`config.mk`:
```
export PLATFORM = sky130hd
export DESIGN_NAME = pipe_ctrl_unit_flat
export DESIGN_NICKNAME = d
export VERILOG_FILES = /design/src/rtl/pipe_ctrl_unit_if.sv /design/src/rtl/pipe_ctrl_unit.sv /design/src/flat_wrapper.sv
export SDC_FILE = /design/constraint.sdc
export NUM_CORES = 1
export LEC_CHECK = 0
export ABC_AREA = 1
export CORE_MARGIN = 2
export CORE_UTILIZATION = 51
export DETAILED_ROUTE_END_ITERATION = 7
export PLACE_DENSITY = 0.88
export SYNTH_ARGS = -nofsm -noshare
export SYNTH_HDL_FRONTEND = slang
export SYNTH_SLANG_ARGS = --single-unit
```
`constraint.sdc`:
```
create_clock -name clk -period 3.3 [get_ports clk]
set_clock_uncertainty 0.2 [all_clocks]
set_input_delay 0.33 -clock clk [delete_from_list [all_inputs] [get_ports clk]]
set_output_delay 0.33 -clock clk [all_outputs]
set_load 0.02 [all_outputs]
```
`src/rtl/pipe_ctrl_unit_if.sv`:
```
// ============================================================================
// Module      : pipe_ctrl_unit_if
// Description : ID-stage decode inputs and ID/EX control bundle of the
//               pipeline decode controller.
// Revision    : 1.0 - initial release
// ============================================================================
`default_nettype none

interface pipe_ctrl_unit_if;
    // ID-stage inputs
    logic       id_valid;
    logic [5:0] OpCode;
    logic [5:0] Funct;
    logic       stall_in;
    logic       flush_in;

    // ID-stage combinational outputs
    logic [1:0] id_PCSrc;
    logic       id_IsJump;
    logic       stall_out;

    // ID/EX registered control bundle
    logic       ex_valid;
    logic       ex_RegWrite;
    logic       ex_MemRead;
    logic       ex_MemWrite;
    logic       ex_ALUSrcA;
    logic       ex_ALUSrcB;
    logic       ex_ExtOp;
    logic       ex_LuiOp;
    logic [1:0] ex_RegDst;
    logic [1:0] ex_MemToReg;
    logic       ex_HiLoSel;
    logic [3:0] ex_ALUOp;
    logic [2:0] ex_BranchOp;
    logic       ex_illegal;

    // MULT/DIV sequencer
    logic       md_start;
    logic [1:0] md_op;
    logic       md_busy;
    logic       md_done;

    modport master (
        output id_valid, OpCode, Funct, stall_in, flush_in,
        input  id_PCSrc, id_IsJump, stall_out,
        input  ex_valid, ex_RegWrite, ex_MemRead, ex_MemWrite, ex_ALUSrcA,
               ex_ALUSrcB, ex_ExtOp, ex_LuiOp, ex_RegDst, ex_MemToReg,
               ex_HiLoSel, ex_ALUOp, ex_BranchOp, ex_illegal,
        input  md_start, md_op, md_busy, md_done
    );

    modport slave (
        input  id_valid, OpCode, Funct, stall_in, flush_in,
        output id_PCSrc, id_IsJump, stall_out,
        output ex_valid, ex_RegWrite, ex_MemRead, ex_MemWrite, ex_ALUSrcA,
               ex_ALUSrcB, ex_ExtOp, ex_LuiOp, ex_RegDst, ex_MemToReg,
               ex_HiLoSel, ex_ALUOp, ex_BranchOp, ex_illegal,
        output md_start, md_op, md_busy, md_done
    );
endinterface

`default_nettype wire

```
`src/rtl/pipe_ctrl_unit.sv`:
```
// ============================================================================
// Module      : pipe_ctrl_unit
// Description : MIPS ID-stage decoder with ID/EX control register, bubble
//               insertion and a multi-cycle MULT/DIV sequencer.
// Revision    : 1.0 - initial release
// ============================================================================
`default_nettype none

module pipe_ctrl_unit #(
    parameter int MULT_CYCLES = 4,
    parameter int DIV_CYCLES  = 32,
    parameter int CNT_W       = 6
) (
    input  logic            clk,
    input  logic            reset,
    pipe_ctrl_unit_if.slave bus
);

    localparam logic [5:0] c_OP_RTYPE  = 6'h00;
    localparam logic [5:0] c_OP_REGIMM = 6'h01;
    localparam logic [5:0] c_OP_J      = 6'h02;
    localparam logic [5:0] c_OP_JAL    = 6'h03;
    localparam logic [5:0] c_OP_BEQ    = 6'h04;
    localparam logic [5:0] c_OP_BNE    = 6'h05;
    localparam logic [5:0] c_OP_BLEZ   = 6'h06;
    localparam logic [5:0] c_OP_BGTZ   = 6'h07;
    localparam logic [5:0] c_OP_SLTI   = 6'h0a;
    localparam logic [5:0] c_OP_SLTIU  = 6'h0b;
    localparam logic [5:0] c_OP_ANDI   = 6'h0c;
    localparam logic [5:0] c_OP_ORI    = 6'h0d;
    localparam logic [5:0] c_OP_XORI   = 6'h0e;
    localparam logic [5:0] c_OP_LUI    = 6'h0f;
    localparam logic [5:0] c_OP_LW     = 6'h23;
    localparam logic [5:0] c_OP_SW     = 6'h2b;

    localparam logic [5:0] c_FN_SLL    = 6'h00;
    localparam logic [5:0] c_FN_SRL    = 6'h02;
    localparam logic [5:0] c_FN_SRA    = 6'h03;
    localparam logic [5:0] c_FN_JR     = 6'h08;
    localparam logic [5:0] c_FN_JALR   = 6'h09;
    localparam logic [5:0] c_FN_MFHI   = 6'h10;
    localparam logic [5:0] c_FN_MFLO   = 6'h12;

    localparam logic [CNT_W-1:0] c_MULT_LOAD = CNT_W'(MULT_CYCLES - 1);
    localparam logic [CNT_W-1:0] c_DIV_LOAD  = CNT_W'(DIV_CYCLES - 1);

    typedef struct packed {
        logic       regWrite;
        logic       memRead;
        logic       memWrite;
        logic       aluSrcA;
        logic       aluSrcB;
        logic       extOp;
        logic       luiOp;
        logic [1:0] regDst;
        logic [1:0] memToReg;
        logic       hiLoSel;
        logic [3:0] aluOp;
        logic [2:0] branchOp;
        logic       illegal;
    } ctrl_t;

    typedef enum logic [0:0] {
        S_IDLE = 1'b0,
        S_BUSY = 1'b1
    } mdState_t;

    // ------------------------------------------------------------------
    // Instruction classification
    // ------------------------------------------------------------------
    logic w_isR, w_functLegal, w_opLegal, w_legal;
    logic w_isJ, w_isJal, w_isJr, w_isJalr, w_isMd, w_isMfhi, w_isMflo;

    assign w_isR    = (bus.OpCode == c_OP_RTYPE);
    assign w_isJ    = (bus.OpCode == c_OP_J);
    assign w_isJal  = (bus.OpCode == c_OP_JAL);
    assign w_isJr   = w_isR && (bus.Funct == c_FN_JR);
    assign w_isJalr = w_isR && (bus.Funct == c_FN_JALR);
    assign w_isMfhi = w_isR && (bus.Funct == c_FN_MFHI);
    assign w_isMflo = w_isR && (bus.Funct == c_FN_MFLO);
    // funct 0x18..0x1b: mult, multu, div, divu
    assign w_isMd   = w_isR && (bus.Funct[5:2] == 4'b0110);

    always_comb begin
        w_functLegal = 1'b0;
        case (bus.Funct)
            6'h00, 6'h02, 6'h03, 6'h04, 6'h06, 6'h07, 6'h08, 6'h09,
            6'h10, 6'h12, 6'h18, 6'h19, 6'h1a, 6'h1b,
            6'h20, 6'h21, 6'h22, 6'h23, 6'h24, 6'h25, 6'h26, 6'h27,
            6'h2a, 6'h2b: w_functLegal = 1'b1;
            default:      w_functLegal = 1'b0;
        endcase
    end

    always_comb begin
        w_opLegal = 1'b0;
        if ((bus.OpCode >= 6'h01) && (bus.OpCode <= 6'h0f)) begin
            w_opLegal = 1'b1;
        end else if ((bus.OpCode == c_OP_LW) || (bus.OpCode == c_OP_SW)) begin
            w_opLegal = 1'b1;
        end
    end

    assign w_legal = w_isR ? w_functLegal : w_opLegal;

    // ------------------------------------------------------------------
    // Control decode
    // ------------------------------------------------------------------
    ctrl_t      w_dec;
    logic [1:0] w_pcSrc;
    logic       w_isJump;

    always_comb begin
        w_dec    = '0;
        w_pcSrc  = 2'b00;
        w_isJump = 1'b0;
        if (bus.id_valid) begin
            w_dec.aluSrcA  = w_isR && ((bus.Funct == c_FN_SLL) ||
                                       (bus.Funct == c_FN_SRL) ||
                                       (bus.Funct == c_FN_SRA));
            w_dec.aluSrcB  = !w_isR;
            w_dec.extOp    = !(w_isR || (bus.OpCode == c_OP_ANDI) ||
                               (bus.OpCode == c_OP_ORI) || (bus.OpCode == c_OP_XORI));
            w_dec.luiOp    = (bus.OpCode == c_OP_LUI);
            w_dec.memRead  = (bus.OpCode == c_OP_LW);
            w_dec.memWrite = (bus.OpCode == c_OP_SW);
            w_dec.hiLoSel  = w_isMfhi;

            if (w_isJal || w_isJalr) begin
                w_dec.regDst = 2'b10;
            end else if (w_isR) begin
                w_dec.regDst = 2'b01;
            end

            if (bus.OpCode == c_OP_LW) begin
                w_dec.memToReg = 2'b01;
            end else if (w_isJal || w_isJalr) begin
                w_dec.memToReg = 2'b10;
            end else if (w_isMfhi || w_isMflo) begin
                w_dec.memToReg = 2'b11;
            end

            w_dec.aluOp[3] = bus.OpCode[0];
            if (w_isR) begin
                w_dec.aluOp[2:0] = 3'b010;
            end else begin
                case (bus.OpCode)
                    c_OP_ORI:              w_dec.aluOp[2:0] = 3'b001;
                    c_OP_XORI:             w_dec.aluOp[2:0] = 3'b011;
                    c_OP_ANDI:             w_dec.aluOp[2:0] = 3'b100;
                    c_OP_SLTI, c_OP_SLTIU: w_dec.aluOp[2:0] = 3'b101;
                    default:               w_dec.aluOp[2:0] = 3'b000;
                endcase
            end

            case (bus.OpCode)
                c_OP_BEQ:    w_dec.branchOp = 3'b001;
                c_OP_BNE:    w_dec.branchOp = 3'b010;
                c_OP_BLEZ:   w_dec.branchOp = 3'b011;
                c_OP_BGTZ:   w_dec.branchOp = 3'b100;
                c_OP_REGIMM: w_dec.branchOp = 3'b101;
                default:     w_dec.branchOp = 3'b000;
            endcase

            w_dec.regWrite = !((bus.OpCode == c_OP_SW) || w_isJ ||
                               (bus.OpCode == c_OP_REGIMM) ||
                               ((bus.OpCode >= c_OP_BEQ) && (bus.OpCode <= c_OP_BGTZ)) ||
                               w_isJr || w_isMd);

            if (w_isJ || w_isJal) begin
                w_pcSrc = 2'b01;
            end else if (w_isJr || w_isJalr) begin
                w_pcSrc = 2'b10;
            end
            w_isJump = w_isJ || w_isJal || w_isJr || w_isJalr;

            // Illegal encodings must not change architectural state
            if (!w_legal) begin
                w_dec.illegal  = 1'b1;
                w_dec.regWrite = 1'b0;
                w_dec.memRead  = 1'b0;
                w_dec.memWrite = 1'b0;
                w_dec.branchOp = 3'b000;
                w_pcSrc        = 2'b00;
                w_isJump       = 1'b0;
            end
        end
    end

    // ------------------------------------------------------------------
    // Hazard / MD launch
    // ------------------------------------------------------------------
    mdState_t         r_state, w_stateNxt;
    logic [CNT_W-1:0] r_cnt, w_cntNxt;
    logic             r_mdDone, w_mdDoneNxt;
    logic             w_mdBusy, w_mdDep, w_stallOut, w_mdStart;

    assign w_mdBusy   = (r_state == S_BUSY);
    assign w_mdDep    = bus.id_valid && (w_isMd || w_isMfhi || w_isMflo);
    assign w_stallOut = bus.stall_in || (w_mdDep && w_mdBusy);
    assign w_mdStart  = bus.id_valid && w_isMd && !bus.flush_in && !w_stallOut;

    // ------------------------------------------------------------------
    // MD sequencer
    // ------------------------------------------------------------------
    always_ff @(posedge clk or negedge reset) begin
        if (!reset) begin
            r_state  <= S_IDLE;
            r_cnt    <= '0;
            r_mdDone <= 1'b0;
        end else begin
            r_state  <= w_stateNxt;
            r_cnt    <= w_cntNxt;
            r_mdDone <= w_mdDoneNxt;
        end
    end

    always_comb begin
        w_stateNxt  = r_state;
        w_cntNxt    = r_cnt;
        w_mdDoneNxt = 1'b0;
        case (r_state)
            S_IDLE: begin
                if (w_mdStart) begin
                    w_stateNxt = S_BUSY;
                    // Funct[1] separates div/divu from mult/multu
                    w_cntNxt   = bus.Funct[1] ? c_DIV_LOAD : c_MULT_LOAD;
                end
            end
            S_BUSY: begin
                if (r_cnt == '0) begin
                    w_stateNxt  = S_IDLE;
                    w_mdDoneNxt = 1'b1;
                end else begin
                    w_cntNxt = r_cnt - 1'b1;
                end
            end
            default: begin
                w_stateNxt = S_IDLE;
            end
        endcase
    end

    // ------------------------------------------------------------------
    // ID/EX register: flush and stall both inject a bubble
    // ------------------------------------------------------------------
    ctrl_t r_ex;
    logic  r_exValid;

    always_ff @(posedge clk or negedge reset) begin
        if (!reset) begin
            r_exValid <= 1'b0;
            r_ex      <= '0;
        end else if (bus.flush_in || w_stallOut) begin
            r_exValid <= 1'b0;
            r_ex      <= '0;
        end else begin
            r_exValid <= bus.id_valid;
            r_ex      <= w_dec;
        end
    end

    assign bus.id_PCSrc    = w_pcSrc;
    assign bus.id_IsJump   = w_isJump;
    assign bus.stall_out   = w_stallOut;
    assign bus.ex_valid    = r_exValid;
    assign bus.ex_RegWrite = r_ex.regWrite;
    assign bus.ex_MemRead  = r_ex.memRead;
    assign bus.ex_MemWrite = r_ex.memWrite;
    assign bus.ex_ALUSrcA  = r_ex.aluSrcA;
    assign bus.ex_ALUSrcB  = r_ex.aluSrcB;
    assign bus.ex_ExtOp    = r_ex.extOp;
    assign bus.ex_LuiOp    = r_ex.luiOp;
    assign bus.ex_RegDst   = r_ex.regDst;
    assign bus.ex_MemToReg = r_ex.memToReg;
    assign bus.ex_HiLoSel  = r_ex.hiLoSel;
    assign bus.ex_ALUOp    = r_ex.aluOp;
    assign bus.ex_BranchOp = r_ex.branchOp;
    assign bus.ex_illegal  = r_ex.illegal;
    assign bus.md_start    = w_mdStart;
    assign bus.md_op       = w_mdStart ? bus.Funct[1:0] : 2'b00;
    assign bus.md_busy     = w_mdBusy;
    assign bus.md_done     = r_mdDone;

endmodule

`default_nettype wire

```
`src/flat_wrapper.sv`:
```
// flat-port wrapper written by rule: the top's interface ports become plain ports
module pipe_ctrl_unit_flat 
#(
    parameter int MULT_CYCLES = 4,
    parameter int DIV_CYCLES  = 32,
    parameter int CNT_W       = 6
)
  (clk, reset, bus_id_valid, bus_OpCode, bus_Funct, bus_stall_in, bus_flush_in, bus_id_PCSrc, bus_id_IsJump, bus_stall_out, bus_ex_valid, bus_ex_RegWrite, bus_ex_MemRead, bus_ex_MemWrite, bus_ex_ALUSrcA, bus_ex_ALUSrcB, bus_ex_ExtOp, bus_ex_LuiOp, bus_ex_RegDst, bus_ex_MemToReg, bus_ex_HiLoSel, bus_ex_ALUOp, bus_ex_BranchOp, bus_ex_illegal, bus_md_start, bus_md_op, bus_md_busy, bus_md_done);
  pipe_ctrl_unit_if bus_i ();
  input  logic clk;
  input  logic reset;
  input wire logic [$bits(bus_i.id_valid)-1:0] bus_id_valid;
  input wire logic [$bits(bus_i.OpCode)-1:0] bus_OpCode;
  input wire logic [$bits(bus_i.Funct)-1:0] bus_Funct;
  input wire logic [$bits(bus_i.stall_in)-1:0] bus_stall_in;
  input wire logic [$bits(bus_i.flush_in)-1:0] bus_flush_in;
  output wire logic [$bits(bus_i.id_PCSrc)-1:0] bus_id_PCSrc;
  output wire logic [$bits(bus_i.id_IsJump)-1:0] bus_id_IsJump;
  output wire logic [$bits(bus_i.stall_out)-1:0] bus_stall_out;
  output wire logic [$bits(bus_i.ex_valid)-1:0] bus_ex_valid;
  output wire logic [$bits(bus_i.ex_RegWrite)-1:0] bus_ex_RegWrite;
  output wire logic [$bits(bus_i.ex_MemRead)-1:0] bus_ex_MemRead;
  output wire logic [$bits(bus_i.ex_MemWrite)-1:0] bus_ex_MemWrite;
  output wire logic [$bits(bus_i.ex_ALUSrcA)-1:0] bus_ex_ALUSrcA;
  output wire logic [$bits(bus_i.ex_ALUSrcB)-1:0] bus_ex_ALUSrcB;
  output wire logic [$bits(bus_i.ex_ExtOp)-1:0] bus_ex_ExtOp;
  output wire logic [$bits(bus_i.ex_LuiOp)-1:0] bus_ex_LuiOp;
  output wire logic [$bits(bus_i.ex_RegDst)-1:0] bus_ex_RegDst;
  output wire logic [$bits(bus_i.ex_MemToReg)-1:0] bus_ex_MemToReg;
  output wire logic [$bits(bus_i.ex_HiLoSel)-1:0] bus_ex_HiLoSel;
  output wire logic [$bits(bus_i.ex_ALUOp)-1:0] bus_ex_ALUOp;
  output wire logic [$bits(bus_i.ex_BranchOp)-1:0] bus_ex_BranchOp;
  output wire logic [$bits(bus_i.ex_illegal)-1:0] bus_ex_illegal;
  output wire logic [$bits(bus_i.md_start)-1:0] bus_md_start;
  output wire logic [$bits(bus_i.md_op)-1:0] bus_md_op;
  output wire logic [$bits(bus_i.md_busy)-1:0] bus_md_busy;
  output wire logic [$bits(bus_i.md_done)-1:0] bus_md_done;
  assign bus_i.id_valid = bus_id_valid;
  assign bus_i.OpCode = bus_OpCode;
  assign bus_i.Funct = bus_Funct;
  assign bus_i.stall_in = bus_stall_in;
  assign bus_i.flush_in = bus_flush_in;
  assign bus_id_PCSrc = bus_i.id_PCSrc;
  assign bus_id_IsJump = bus_i.id_IsJump;
  assign bus_stall_out = bus_i.stall_out;
  assign bus_ex_valid = bus_i.ex_valid;
  assign bus_ex_RegWrite = bus_i.ex_RegWrite;
  assign bus_ex_MemRead = bus_i.ex_MemRead;
  assign bus_ex_MemWrite = bus_i.ex_MemWrite;
  assign bus_ex_ALUSrcA = bus_i.ex_ALUSrcA;
  assign bus_ex_ALUSrcB = bus_i.ex_ALUSrcB;
  assign bus_ex_ExtOp = bus_i.ex_ExtOp;
  assign bus_ex_LuiOp = bus_i.ex_LuiOp;
  assign bus_ex_RegDst = bus_i.ex_RegDst;
  assign bus_ex_MemToReg = bus_i.ex_MemToReg;
  assign bus_ex_HiLoSel = bus_i.ex_HiLoSel;
  assign bus_ex_ALUOp = bus_i.ex_ALUOp;
  assign bus_ex_BranchOp = bus_i.ex_BranchOp;
  assign bus_ex_illegal = bus_i.ex_illegal;
  assign bus_md_start = bus_i.md_start;
  assign bus_md_op = bus_i.md_op;
  assign bus_md_busy = bus_i.md_busy;
  assign bus_md_done = bus_i.md_done;
  pipe_ctrl_unit #(.MULT_CYCLES(MULT_CYCLES), .DIV_CYCLES(DIV_CYCLES), .CNT_W(CNT_W)) u_core (.clk(clk), .reset(reset), .bus(bus_i));
endmodule
```
==> results of run 1 <==
==> worst reg2reg max path, delay by kind of cell, from the launching register on <==
kind,cells,cell delay [ns]
buffers and inverters,2,0.18
DFF,1,0.39
and+or+nand+nor,8,0.94
adders and majority gates,1,0.19
==> layer usage <==
| metal | vias to the layer above | wire length [um] |
|---|---|---|
| li1 | 751 | - |
| met1 | 698 | 1680 |
| met2 | 56 | 1730 |
| met3 | 6 | 249 |
| met4 | 0 | 60 |
| met5 | - | 0 |
==> metrics by stage <==
step                      hold WS, ns  cell area [um2]
final                           0.170             2230
after global routing            0.205             2230
after CTS                       0.177             2230
after detailed placement        0.286             2160
after global placement          0.262             2160
after floorplan                -0.166             1670
==> registers in the layout (all words and copies together) (netlist names), 2 cells and up <==
register                count
u_core.r_cnt                6
u_core.bus.ex_ALUOp         4
u_core.bus.ex_RegDst        2
u_core.bus.ex_BranchOp      3
u_core.bus.ex_MemToReg      2
==> report_power, final <==
part / total, W / leakage (nW) / switching (W) / internal, W
Clock: 0.000247 / 0.0413 / 0.000124 / 0.000123
Combinational: 0.0000932 / 0.591 / 0.0000568 / 0.0000364
Sequential: 0.000359 / 0.389 / 0.000000723 / 0.000358
==> cell type report <==
type / count / area (um2)
clock buffer: 7 / 65.1
fill: 250 / 847
timing repair buffer: 47 / 468
inverter: 26 / 103
multi-input combinational: 144 / 810
clock inverter: 1 / 5.00
sequential: 29 / 726
tap: 44 / 55.1
==> cell usage in the layout (no fill, tap or decap), types with 3 or more instances in the layout <==
master / netlist / layout
clkdlybuf4s50_1: 0 / 46
nor2_1: 24 / 24
nor3_1: 6 / 6
inv_1: 23 / 23
a21oi_1: 4 / 4
dfrtp_1: 29 / 29
clkbuf_4: 0 / 5
nand2_2: 3 / 3
nor2_4: 5 / 5
o21ai_0: 6 / 6
nor2_2: 5 / 5
nand2_1: 49 / 49
nand3_4: 4 / 4
nand4_1: 4 / 4
nor3b_1: 3 / 3
nand3_1: 15 / 15
==> cell families after synthesis <==
kind of cell | count (synthesis) | share of synthesized area
compound gates | 17 | 0.0740
xor+xnor | 2 | 0.0105
fa+ha+maj | 1 | 0.00748
buf+inv | 30 | 0.0823
flops | 29 | 0.434
simple gates | 124 | 0.392
==> worst min-delay path by stage <==
| stage | from | endpoint | slack, ns | depth (start not counted) |
|---|---|---|---|---|
| after floorplan | reset | u_core.bus.ex_ALUOp[0]$_DFF_PN0_ | -0.17 | 0 |
| after global placement | u_core.r_cnt[0]$_DFFE_PN0P_ | u_core.r_cnt[0]$_DFFE_PN0P_ | 0.26 | 2 |
| after detailed placement | u_core.r_cnt[0]$_DFFE_PN0P_ | u_core.r_cnt[0]$_DFFE_PN0P_ | 0.29 | 2 |
| after CTS | reset | u_core.r_cnt[1]$_DFFE_PN0P_ | 0.18 | 2 |
| after global routing | reset | u_core.bus.ex_ALUOp[3]$_DFF_PN0_ | 0.21 | 2 |
| final | reset | u_core.bus.ex_illegal$_DFF_PN0_ | 0.17 | 2 |
==> impl_metrics.toml, run 1 <==
[cts]
cts_hold_buf = 0
cts_sinks = 29
clk_pin_slew_worst_paths_ns = 0.10
h-tree-depth = 2
cts_root_buffer = "clkbuf_4"
post_cts_buffers = 0
cts_buffers = 5
cts_tree = "built"
cts_resized = 0
cts_max_path_buffers = 2
clock_latency_ns = 0.33

[global_route]
met3_usage = 0.0609
met2_usage = 0.336
grt_pass1_vias = 1302
track_usage = 0.227
gr-usage-met1 = 0.320
grt_max_degree = 30
grt_pass1_wl_um = 6150
grt.overflow.total = 0
top_usage_layer = "met2"
antenna_found_initial = 0

[yosys]
synth_edf_count = 0
syn_area_mm2 = 0.00167
syn_inst = 203
ys.flop_type = "dfrtp_1"
synth.distinct_cells = 34
async_reset_ff_frac = 1.00
synth_area_per_cell_um2 = 8.24
synth-seq-cells = 29
synth_most_common_cell = "nand2_1"
synthesis.nets = 221
ys_seq_area_frac = 0.434
yosys-top-cells-area = "dfrtp_1, nand2_1, nor2_1"
synth_warnings = 0
synth_top_area_share = 0.434
synth_top_area_cell = "dfrtp_1"
synth_common_cells = "nand2_1, dfrtp_1, nor2_1"

[min_path]
min_path_type = "in -> async"

[final_layout]
n_antenna_cell = 0
layout-drive-gt1-share = 0.150
final_util = 0.725
syn2layout_area_growth_pct = 33.4
final_cells = 298
fin_nets = 271

[timing]
finalSetupTns_ns = 0
tightestPinTransition_ns = 0.503
rsz0062_at_grt = "no"
worst_slack_ns = 0.249
period_share = 0.924
fmax_mhz = 328
slew_headroom = 0.662
post-route-min-period_ns = 3.05
setup_viol = 0
hold_viol = 0
drv_slew = 0

[setup_path]
cp.required_ns = 2.77
max_stage_delay_ns = 0.65
worstPathCellList = "clkdlybuf4s50_1, nand3_1, nor2_1, nand2_1, nand2_1, a21boi_0, nand2_1, a21oi_1, clkdlybuf4s50_1"
cp_common_cell = "nand2_1"
path_max_fanout = 8
endpoint_kind = "output pin"
critical_path.startpoint = "bus_OpCode[1]"
critical_path_depth = 9
crit_type = "in -> out"
path_buf_inv = 2
slowest_stage = "clkdlybuf4s50_1"
crit_family = "buffers and inverters"
cp.arrival_ns = 2.52
r2r_cells = 11
worstSetupEndpoint = "bus_id_IsJump"
reg2reg_from = "u_core.r_cnt[0]$_DFFE_PN0P_"
timing.rr.end = "u_core.r_cnt[0]$_DFFE_PN0P_"
start_kind = "input port"
rrSetupSlack_ns = 1.29

[die]
core_mm2 = 0.00308
dieArea_mm2 = 0.00375
initial_utilization = 0.543
io_pins = 47
fp.dieH_um = 61.3
row_count = 20
dieWidth_um = 61.3

[pwr]
p_per_area_mw_per_mm2 = 313
p_leak_nw = 1.02
power_w = 0.000699
peakVddDrop_uv = 173

[drt]
antenna_left = 0
dr_total_vias = 1511
drt_drc_violations_left = 0
drt_iter0_drc = 68
vias_per_cell = 5.07
wl_per_cell_um = 12.5
dr.pass1.iters = 4
routed_wl_um = 3710

[flow_run]
cap_violations = 0

[placement]
portBuffers = 46
dp.cells = 290
gp_congestion = 0.943
place_ws_ns = 0.262
dpl.hpwl_um = 2770

[outcome]
status = "finished clean"
(Power assumes the default switching activity.)
==> run 2: changes to the inputs <==
Settings changed: GPL_ROUTABILITY_DRIVEN set to 0, SKIP_LAST_GASP set to 1.
==> results of run 2 <==
The final DEF is identical to that of run 1; final timing and power are the same.
==> run 3: changes to the inputs <==
Settings changed: CTS_CLUSTER_SIZE set to 16, REMOVE_ABC_BUFFERS set to 1.
==> run 3 against run 2 <==
Compared with the run above: die area did not move; power fell by 5.6%; register-to-register slack barely moved; non-clock buffer count rose by 1; count of clock-buffer cells in the layout fell by 1; critical path depth did not move; fmax fell by 1.8%; via count rose by 0.13%; highest routed layer unchanged; global-route usage fell by 0.80 points.
==> impl_metrics.toml, run 3 (same netlist as run 1, synthesis figures left out) <==
[drt]
antenna_left = 0
wl_per_cell_um = 12.0
drt_iter0_drc = 51
dr.pass1.iters = 4
routed_wl_um = 3600
dr_total_vias = 1513
drt_drc_violations_left = 0
vias_per_cell = 5.06

[cts]
post_cts_buffers = 0
h-tree-depth = 2
cts_tree = "built"
cts_root_buffer = "clkbuf_4"
clk_pin_slew_worst_paths_ns = 0.10
cts_hold_buf = 0
cts_max_path_buffers = 2
cts_sinks = 29
cts_resized = 0
clock_latency_ns = 0.33
cts_buffers = 5

[setup_path]
crit_type = "in -> out"
path_max_fanout = 8
start_kind = "input port"
cp_common_cell = "nand2_1"
max_stage_delay_ns = 0.64
r2r_cells = 11
worstPathCellList = "clkdlybuf4s50_1, nand3_1, nor2_1, nand2_1, nand2_1, a21boi_0, nand2_1, a21oi_1, clkdlybuf4s50_1"
endpoint_kind = "output pin"
cp.arrival_ns = 2.58
cp.required_ns = 2.77
slowest_stage = "clkdlybuf4s50_1"

[pwr]
combPwrFrac = 0.143
p_leak_nw = 1.02
p_per_area_mw_per_mm2 = 297
seq_power_share = 0.543
p_sw_frac = 0.279
power_switching_w = 0.000184
peakVddDrop_uv = 210
p_clk_frac = 0.314
power.internal_w = 0.000476

[final_layout]
layout_common_cells = "nand2_1, clkdlybuf4s50_1, dfrtp_1"
layout-drive-gt1-share = 0.149
layout_commonest_cell = "nand2_1"
fillers = 235
syn2layout_area_growth_pct = 32.7
largest_register_ffs = 6
final_cells = 299
n_antenna_cell = 0
fin_nets = 272
top_register = "u_core.r_cnt"

[min_path]
min_path_type = "in -> async"

[timing]
fmax_mhz = 322
worst_slack_ns = 0.193
slew_headroom = 0.703
setup_viol = 0
finalSetupTns_ns = 0
rsz0062_at_grt = "no"
drv_slew = 0
period_share = 0.942
hold_viol = 0
tightestPinTransition_ns = 0.443
post-route-min-period_ns = 3.11
whs_ns = 0.161

[die]
row_count = 20
fp.dieH_um = 61.3
core_mm2 = 0.00308
dieArea_mm2 = 0.00375
dieWidth_um = 61.3
io_pins = 47
initial_utilization = 0.543

[global_route]
grt_pass1_vias = 1343
grt_pass1_wl_um = 5890
grt_max_degree = 30
track_usage = 0.219
grt.overflow.total = 0
antenna_found_initial = 0

[placement]
dpl.hpwl_um = 2790
portBuffers = 46
place_ws_ns = 0.213
dp.cells = 291

[flow_run]
cap_violations = 0

[outcome]
status = "finished clean"
run 3: cell count changes in the layout (fill, tap and decap cells not counted):
cell / before / now
buf_4: 1 / 2
clkbuf_1: 0 / 1
clkbuf_8: 2 / 0
clkinv_2: 1 / 2
run 3: cell type report:
type	instances	area [um2]	area share
inverter	26	103	0.0462
clock buffer	6	41.3	0.0186
sequential	29	726	0.327
timing repair buffer	48	475	0.214
multi-input combinational	144	810	0.365
clock inverter	2	10.0	0.00451
tap	44	55.1	0.0248
run 3: worst paths after layout:
check,start,endpoint,slack [ns]
hold / removal,reset,u_core.bus.ex_MemWrite$_DFF_PN0_,0.16
setup reg to reg,u_core.r_cnt[0]$_DFFE_PN0P_,u_core.r_cnt[4]$_DFFE_PN0P_,1.30
setup / recovery,bus_OpCode[1],bus_id_IsJump,0.19
max in group asynchronous,reset,u_core.bus.ex_RegWrite$_DFF_PN0_,2.45
hold reg to reg,u_core.r_cnt[0]$_DFFE_PN0P_,u_core.r_cnt[0]$_DFFE_PN0P_,0.29
min in group clk,u_core.r_cnt[0]$_DFFE_PN0P_,u_core.r_cnt[0]$_DFFE_PN0P_,0.29
run 3: through the flow:
step / area (um2) / utilization / total power [W]
2_1_floorplan: 1640 / - / 0.000408
3_3_place_gp: 2170 / 0.704 / 0.000458
3_5_place_dp: 2170 / 0.704 / 0.000460
4_1_cts: 2220 / 0.721 / 0.000661
5_1_grt: 2220 / 0.721 / 0.000693
6_report: 2220 / 0.721 / 0.000660
run 3: power groups by stage:
stage	logic [W]	clock network [W]	registers, W
3_3_place_gp	0.0000929	0	0.000365
4_1_cts	0.0000944	0.000208	0.000358
5_1_grt	0.000104	0.000231	0.000359
3_5_place_dp	0.0000941	0	0.000365
6_report	0.0000945	0.000207	0.000358
2_1_floorplan	0.0000382	0	0.000370
run 3: per-layer routing:
| layer | track usage | wire length, um | share of wire |
|---|---|---|---|
| met5 | 0 | 0 | 0 |
| met4 | 0.0994 | 98 | 0.027 |
| met1 | 0.272 | 1570 | 0.44 |
| met2 | 0.343 | 1640 | 0.46 |
| met3 | 0.0777 | 294 | 0.082 |
run 3: critical path: cells and delay by family:
family	cells	cell delay (ns)
buffers and inverters	2	1.28
AO/OA/AOI/OAI	2	0.42
AND/OR/NAND/NOR	5	0.54
